$ cat src/rtl/id_ex_operand_stage.sv
// ID/EX operand stage: decodes one MIPS-subset instruction per cycle, forwards
// operands from EX/MEM and MEM/WB, and inserts a bubble on load-use hazards.

// One forwarding mux per source register. EX/MEM is the younger result, so it
// takes priority. Register 0 is never forwarded.
module operand_fwd #(
    parameter int DW = 32,
    parameter int RW = 5
) (
    input  logic [RW-1:0] src,
    input  logic [DW-1:0] rf_data,
    input  logic          exm_we,
    input  logic [RW-1:0] exm_rd,
    input  logic [DW-1:0] exm_val,
    input  logic          mwb_we,
    input  logic [RW-1:0] mwb_rd,
    input  logic [DW-1:0] mwb_val,
    output logic [DW-1:0] data
);
    always_comb begin
        data = rf_data;
        if (exm_we && exm_rd != '0 && exm_rd == src)
            data = exm_val;
        else if (mwb_we && mwb_rd != '0 && mwb_rd == src)
            data = mwb_val;
    end
endmodule

module id_ex_operand_stage #(
    parameter int DW = 32,
    parameter int RW = 5
) (
    input  logic          clk,
    input  logic          rst,
    input  logic          in_valid,
    input  logic [31:0]   instr,
    input  logic [DW-1:0] rs_data,
    input  logic [DW-1:0] rt_data,
    input  logic          stall_in,
    input  logic          flush,
    input  logic          exm_we,
    input  logic [RW-1:0] exm_rd,
    input  logic [DW-1:0] exm_val,
    input  logic          mwb_we,
    input  logic [RW-1:0] mwb_rd,
    input  logic [DW-1:0] mwb_val,
    output logic          hazard_stall,
    output logic          ex_valid,
    output logic [DW-1:0] alu_x,
    output logic [DW-1:0] alu_y,
    output logic [2:0]    alu_sel,
    output logic [RW-1:0] dest_reg,
    output logic          reg_write,
    output logic          mem_read,
    output logic          mem_write,
    output logic          branch,
    output logic [DW-1:0] store_data
);
    localparam logic [5:0] OP_R    = 6'b000000;
    localparam logic [5:0] OP_ADDI = 6'b001000;
    localparam logic [5:0] OP_SLTI = 6'b001010;
    localparam logic [5:0] OP_ANDI = 6'b001100;
    localparam logic [5:0] OP_ORI  = 6'b001101;
    localparam logic [5:0] OP_LW   = 6'b100011;
    localparam logic [5:0] OP_SW   = 6'b101011;
    localparam logic [5:0] OP_BEQ  = 6'b000100;

    localparam logic [2:0] SEL_ADD = 3'd0;
    localparam logic [2:0] SEL_SUB = 3'd1;
    localparam logic [2:0] SEL_AND = 3'd2;
    localparam logic [2:0] SEL_OR  = 3'd3;
    localparam logic [2:0] SEL_SLT = 3'd4;
    localparam logic [2:0] SEL_MUL = 3'd5;
    localparam logic [2:0] SEL_DIV = 3'd6;
    localparam logic [2:0] SEL_NOP = 3'd7;

    typedef struct packed {
        logic [2:0]    sel;
        logic [RW-1:0] dest;
        logic          use_imm;
        logic [DW-1:0] imm;
        logic          rw;
        logic          mr;
        logic          mw;
        logic          br;
    } dec_t;

    logic [5:0]    opcode;
    logic [5:0]    funct;
    logic [RW-1:0] rs;
    logic [RW-1:0] rt;
    logic [RW-1:0] rd;
    logic [DW-1:0] imm_se;
    logic [DW-1:0] imm_ze;
    logic          reads_rt;
    dec_t          dec;

    assign opcode = instr[31:26];
    assign funct  = instr[5:0];
    assign rs     = instr[25:21];
    assign rt     = instr[20:16];
    assign rd     = instr[15:11];
    assign imm_se = {{(DW-16){instr[15]}}, instr[15:0]};
    assign imm_ze = {{(DW-16){1'b0}}, instr[15:0]};

    // Unknown encodings fall through as sel=NOP with every control bit low.
    always_comb begin
        dec = '{sel: SEL_NOP, dest: '0, use_imm: 1'b0, imm: '0,
                rw: 1'b0, mr: 1'b0, mw: 1'b0, br: 1'b0};
        case (opcode)
            OP_R: begin
                dec.dest = rd;
                dec.rw   = 1'b1;
                case (funct)
                    6'b100000: dec.sel = SEL_ADD;
                    6'b100010: dec.sel = SEL_SUB;
                    6'b100100: dec.sel = SEL_AND;
                    6'b100101: dec.sel = SEL_OR;
                    6'b101010: dec.sel = SEL_SLT;
                    6'b011000: dec.sel = SEL_MUL;
                    6'b011010: dec.sel = SEL_DIV;
                    default: begin
                        dec.dest = '0;
                        dec.rw   = 1'b0;
                    end
                endcase
            end
            OP_ADDI: dec = '{sel: SEL_ADD, dest: rt, use_imm: 1'b1, imm: imm_se,
                             rw: 1'b1, mr: 1'b0, mw: 1'b0, br: 1'b0};
            OP_SLTI: dec = '{sel: SEL_SLT, dest: rt, use_imm: 1'b1, imm: imm_se,
                             rw: 1'b1, mr: 1'b0, mw: 1'b0, br: 1'b0};
            OP_ANDI: dec = '{sel: SEL_AND, dest: rt, use_imm: 1'b1, imm: imm_ze,
                             rw: 1'b1, mr: 1'b0, mw: 1'b0, br: 1'b0};
            OP_ORI:  dec = '{sel: SEL_OR,  dest: rt, use_imm: 1'b1, imm: imm_ze,
                             rw: 1'b1, mr: 1'b0, mw: 1'b0, br: 1'b0};
            OP_LW:   dec = '{sel: SEL_ADD, dest: rt, use_imm: 1'b1, imm: imm_se,
                             rw: 1'b1, mr: 1'b1, mw: 1'b0, br: 1'b0};
            OP_SW:   dec = '{sel: SEL_ADD, dest: rt, use_imm: 1'b1, imm: imm_se,
                             rw: 1'b0, mr: 1'b0, mw: 1'b1, br: 1'b0};
            OP_BEQ:  dec = '{sel: SEL_SUB, dest: rt, use_imm: 1'b0, imm: '0,
                             rw: 1'b0, mr: 1'b0, mw: 1'b0, br: 1'b1};
            default: ;
        endcase
        if (dec.dest == '0)
            dec.rw = 1'b0;
    end

    // Index 0 forwards rs, index 1 forwards rt.
    logic [1:0][RW-1:0] fwd_src;
    logic [1:0][DW-1:0] fwd_rf;
    logic [1:0][DW-1:0] fwd_data;

    assign fwd_src = {rt, rs};
    assign fwd_rf  = {rt_data, rs_data};

    operand_fwd #(.DW(DW), .RW(RW)) u_fwd [1:0] (
        .src     (fwd_src),
        .rf_data (fwd_rf),
        .exm_we  (exm_we),
        .exm_rd  (exm_rd),
        .exm_val (exm_val),
        .mwb_we  (mwb_we),
        .mwb_rd  (mwb_rd),
        .mwb_val (mwb_val),
        .data    (fwd_data)
    );

    assign reads_rt = (opcode == OP_R) || (opcode == OP_BEQ) || (opcode == OP_SW);

    assign hazard_stall = ex_valid && mem_read && (dest_reg != '0) && in_valid &&
                          ((dest_reg == rs) || ((dest_reg == rt) && reads_rt));

    always_ff @(posedge clk) begin
        if (rst) begin
            ex_valid   <= 1'b0;
            alu_x      <= '0;
            alu_y      <= '0;
            alu_sel    <= SEL_NOP;
            dest_reg   <= '0;
            reg_write  <= 1'b0;
            mem_read   <= 1'b0;
            mem_write  <= 1'b0;
            branch     <= 1'b0;
            store_data <= '0;
        end else if (!stall_in) begin
            if (flush || hazard_stall || !in_valid) begin
                ex_valid   <= 1'b0;
                alu_x      <= '0;
                alu_y      <= '0;
                alu_sel    <= SEL_NOP;
                dest_reg   <= '0;
                reg_write  <= 1'b0;
                mem_read   <= 1'b0;
                mem_write  <= 1'b0;
                branch     <= 1'b0;
                store_data <= '0;
            end else begin
                ex_valid   <= 1'b1;
                alu_x      <= fwd_data[0];
                alu_y      <= dec.use_imm ? dec.imm : fwd_data[1];
                alu_sel    <= dec.sel;
                dest_reg   <= dec.dest;
                reg_write  <= dec.rw;
                mem_read   <= dec.mr;
                mem_write  <= dec.mw;
                branch     <= dec.br;
                store_data <= fwd_data[1];
            end
        end
    end
endmodule

$ cat config.mk
export PLATFORM = sky130hd
export DESIGN_NAME = id_ex_operand_stage
export DESIGN_NICKNAME = d
export VERILOG_FILES = /design/src/rtl/id_ex_operand_stage.sv
export SDC_FILE = /design/constraint.sdc
export NUM_CORES = 1
export LEC_CHECK = 0
export CAP_MARGIN = 20
export CORE_ASPECT_RATIO = 1.1
export CORE_MARGIN = 1.5
export CORE_UTILIZATION = 45
export DETAILED_ROUTE_END_ITERATION = 12
export GPL_ROUTABILITY_DRIVEN = 0
export GPL_TIMING_DRIVEN = 0
export PLACE_DENSITY = 0.87
export SLEW_MARGIN = 10
export SYNTH_ARGS = -nofsm -noshare
export SYNTH_HDL_FRONTEND = slang
export SYNTH_SLANG_ARGS = --single-unit
$ cat constraint.sdc
create_clock -name clk -period 5.4 [get_ports clk]
set_clock_uncertainty 0.15 [all_clocks]
set_input_delay 1.35 -clock clk [delete_from_list [all_inputs] [get_ports clk]]
set_output_delay 1.35 -clock clk [all_outputs]
set_load 0.05 [all_outputs]
==> flow_metrics.env <==
export IMPL_die_w_um=113
export IMPL_yosysTopAreaCellShare=0.361
export IMPL_cts_sinks=109
export IMPL_hold_start="store_data[23]"
export IMPL_vias=7218
export IMPL_synth_edf_count=0
export IMPL_wire_per_inst_um=20.4
export IMPL_final_util=0.712
export IMPL_tightest_slew_ns=0.958
export IMPL_synth_area_leaders="dfxtp_1, nand2_1, a22o_1"
export IMPL_place_hpwl_mm=19.0
export IMPL_drtAntennaViolNets=0
export IMPL_clk_pin_slew_ns=0.07
export IMPL_total_power_w=0.00199
export IMPL_r2r_end="alu_x[14]"
export IMPL_cap_violations=0
export IMPL_r2r_setup_slack_ns=2.64
export IMPL_io_buffer_count=281
export IMPL_synth_largest_area_cell="dfxtp_1"
export IMPL_grt_max_degree=19
export IMPL_grt_overflow=0
export IMPL_grt_usage=0.338
export IMPL_synth_area_sq_um=6040
export IMPL_core_area_sq_um=13200
export IMPL_hold_buffers=0
export IMPL_drive_above_1_share=0.0468
export IMPL_grt_setup_unrepaired="no"
export IMPL_clock_latency_ns=0.36
export IMPL_status="finished, final reports clean"
export IMPL_io_pins=287
export IMPL_r2r_cells=7
export IMPL_final_setup_tns_ns=0
export IMPL_synthFlopType="dfxtp_1"
export IMPL_hold_path_end="store_data[23]"
export IMPL_hold_depth=2
export IMPL_start_util=0.459
export IMPL_p_leak_nw=3.35
export IMPL_finalHoldViolCount=0
export IMPL_fin_cells=1209
export IMPL_worstHoldPathType="flop to flop"
export IMPL_finalCritPeriodShare=0.914
export IMPL_clockRootBuffer="clkbuf_16"
export IMPL_dp_cells=1193
export IMPL_cts_buffers=9
export IMPL_dieArea_sq_um=14100
export IMPL_synth_distinct_cells=58
export IMPL_antenna_found_initial=0
export IMPL_critPathRequiredTime_ns=3.90
export IMPL_insertedDiodeCount=0
export IMPL_top_layer_used="met4"
export IMPL_grt_pass1_wl_mm=37.5
export IMPL_min_period_ns=4.94
export IMPL_wl_met1_mm=10.3
export IMPL_seq_area_frac_synth=0.361
export IMPL_ys_ff_latch=109
export IMPL_drc=0
export IMPL_hold_ws_ns=0.307
export IMPL_cts_buffer_depth=2
export IMPL_rows=44
export IMPL_setup_viol=0
export IMPL_drt_total_wl_mm=24.7
export IMPL_wl_met2_mm=11.4
export IMPL_power_density_nw_per_um2=212
export IMPL_dr_wl_met3_mm=1.79
export IMPL_irDropWorstVdd_mv=0.130
export IMPL_layout_nets=1220
export IMPL_end_kind="output pin"
export IMPL_cp_arrival_ns=3.44
export IMPL_grt_pass1_vias=6901
export IMPL_synth_nets=927
export IMPL_syn_inst=750
export IMPL_reg2reg_from="dest_reg[2]"
export IMPL_crit_type="primary input to output pin"
export IMPL_synthArstFlopShare=0
export IMPL_cts_tree="done"
export IMPL_die_height_um=124
export IMPL_reg_top3="alu_x (32), alu_y (32), store_data (32)"
export IMPL_htreeDepth=3
export IMPL_drt_iter0_markers=538
export IMPL_slew_violations=0
export IMPL_critPathLaunchType="primary input"
export IMPL_synthTopCellsByCount="nand2_1, dfxtp_1, a21oi_1, o21ai_0, a22o_1"
export IMPL_maxSlewHeadroom=0.356
export IMPL_yosys_warnings=0
export IMPL_drtPass1Iterations=5
export IMPL_cp_max_fo=8
export IMPL_fmax_mhz=203
export IMPL_synth_most_common_cell="nand2_1"
export IMPL_synth_area_per_cell_sq_um=8.05
export IMPL_drt_vias_per_instance=5.97
export IMPL_area_growth_pct=55.2
[report_power, final]
group | total (W) | internal, W | switching [W]
Sequential | 0.000834 | 0.000822 | 0.0000121
Clock | 0.000699 | 0.000378 | 0.000320
Combinational | 0.000456 | 0.000217 | 0.000239
Total | 0.00199 | 0.00142 | 0.000571
[worst max-delay path, cell delays in order]
cell	delay (ns)
clkdlybuf4s50_1	0.54
or3_1	0.46
a2bb2oi_1	0.19
nor4_1	0.28
a31oi_1	0.07
nor2_1	0.11
dlymetal6s2s_1	0.42
[final cells by class]
class                           instances  area [sq um]
Tap cell                              161           201
Fill cell                            1077          3790
Timing Repair Buffer                  282          2820
Sequential cell                       109          2180
Buffer                                 64           283
Clock inverter                          5          65.1
Multi-Input combinational cell        563          3520
Clock buffer                           11           243
Inverter                               14          52.6
[cell usage in the layout, fill, tap and decap left out, drive strengths merged, types with 16 or more instances in the layout]
cell type,netlist,layout
clkdlybuf4s50,0,280
nand2,150,150
dfxtp,109,109
a21oi,53,53
o21ai,53,53
clkbuf,42,53
a22o,49,49
nor2,36,36
a31oi,33,33
mux2i,33,33
buf,22,23
a221oi,17,17
a311o,16,16
inv,14,16
[per-layer routing]
metal | vias to the layer above | global-route usage
met1 | 3418 | 0.422
met5 | - | 0
met4 | 0 | 0.171
met3 | 80 | 0.0628
li1 | 3355 | -
met2 | 365 | 0.557
[stage by stage]
step / cell area [sq um] / setup slack (ns)
detailed placement: 9060 / 0.0933
CTS: 9360 / 0.0929
global route: 9370 / 0.370
finish: 9370 / 0.465
global placement: 9050 / 0.112
floorplan: 6040 / 0.830
[how the worst max path moves through the flow]
| stage | from | end |
|---|---|---|
| 2_1_floorplan | instr[27] | hazard_stall |
| 3_3_place_gp | instr[26] | hazard_stall |
| 3_5_place_dp | instr[26] | hazard_stall |
| 4_1_cts | instr[26] | hazard_stall |
| 5_1_grt | instr[26] | hazard_stall |
| 6_report | instr[26] | hazard_stall |
[kinds of logic (layout without fill, tap and decap cells)]
| group | Yosys count | count (layout) | synth area share |
|---|---|---|---|
| fa+ha+maj | 1 | 1 | 0.00166 |
| compound gates | 266 | 266 | 0.309 |
| mux | 33 | 33 | 0.0547 |
| flops | 109 | 109 | 0.361 |
| xor+xnor | 30 | 30 | 0.0435 |
| buf+inv | 78 | 376 | 0.0555 |
| simple gates | 233 | 233 | 0.175 |
[what timing repair did]
| action | CTS | global route |
|---|---|---|
| gates resized for setup | 0 | 1 |
| endpoints found under the setup margin | 0 | 1 |
| setup buffers | 0 | 0 |
Note: power is estimated with default switching activity, not from simulation.
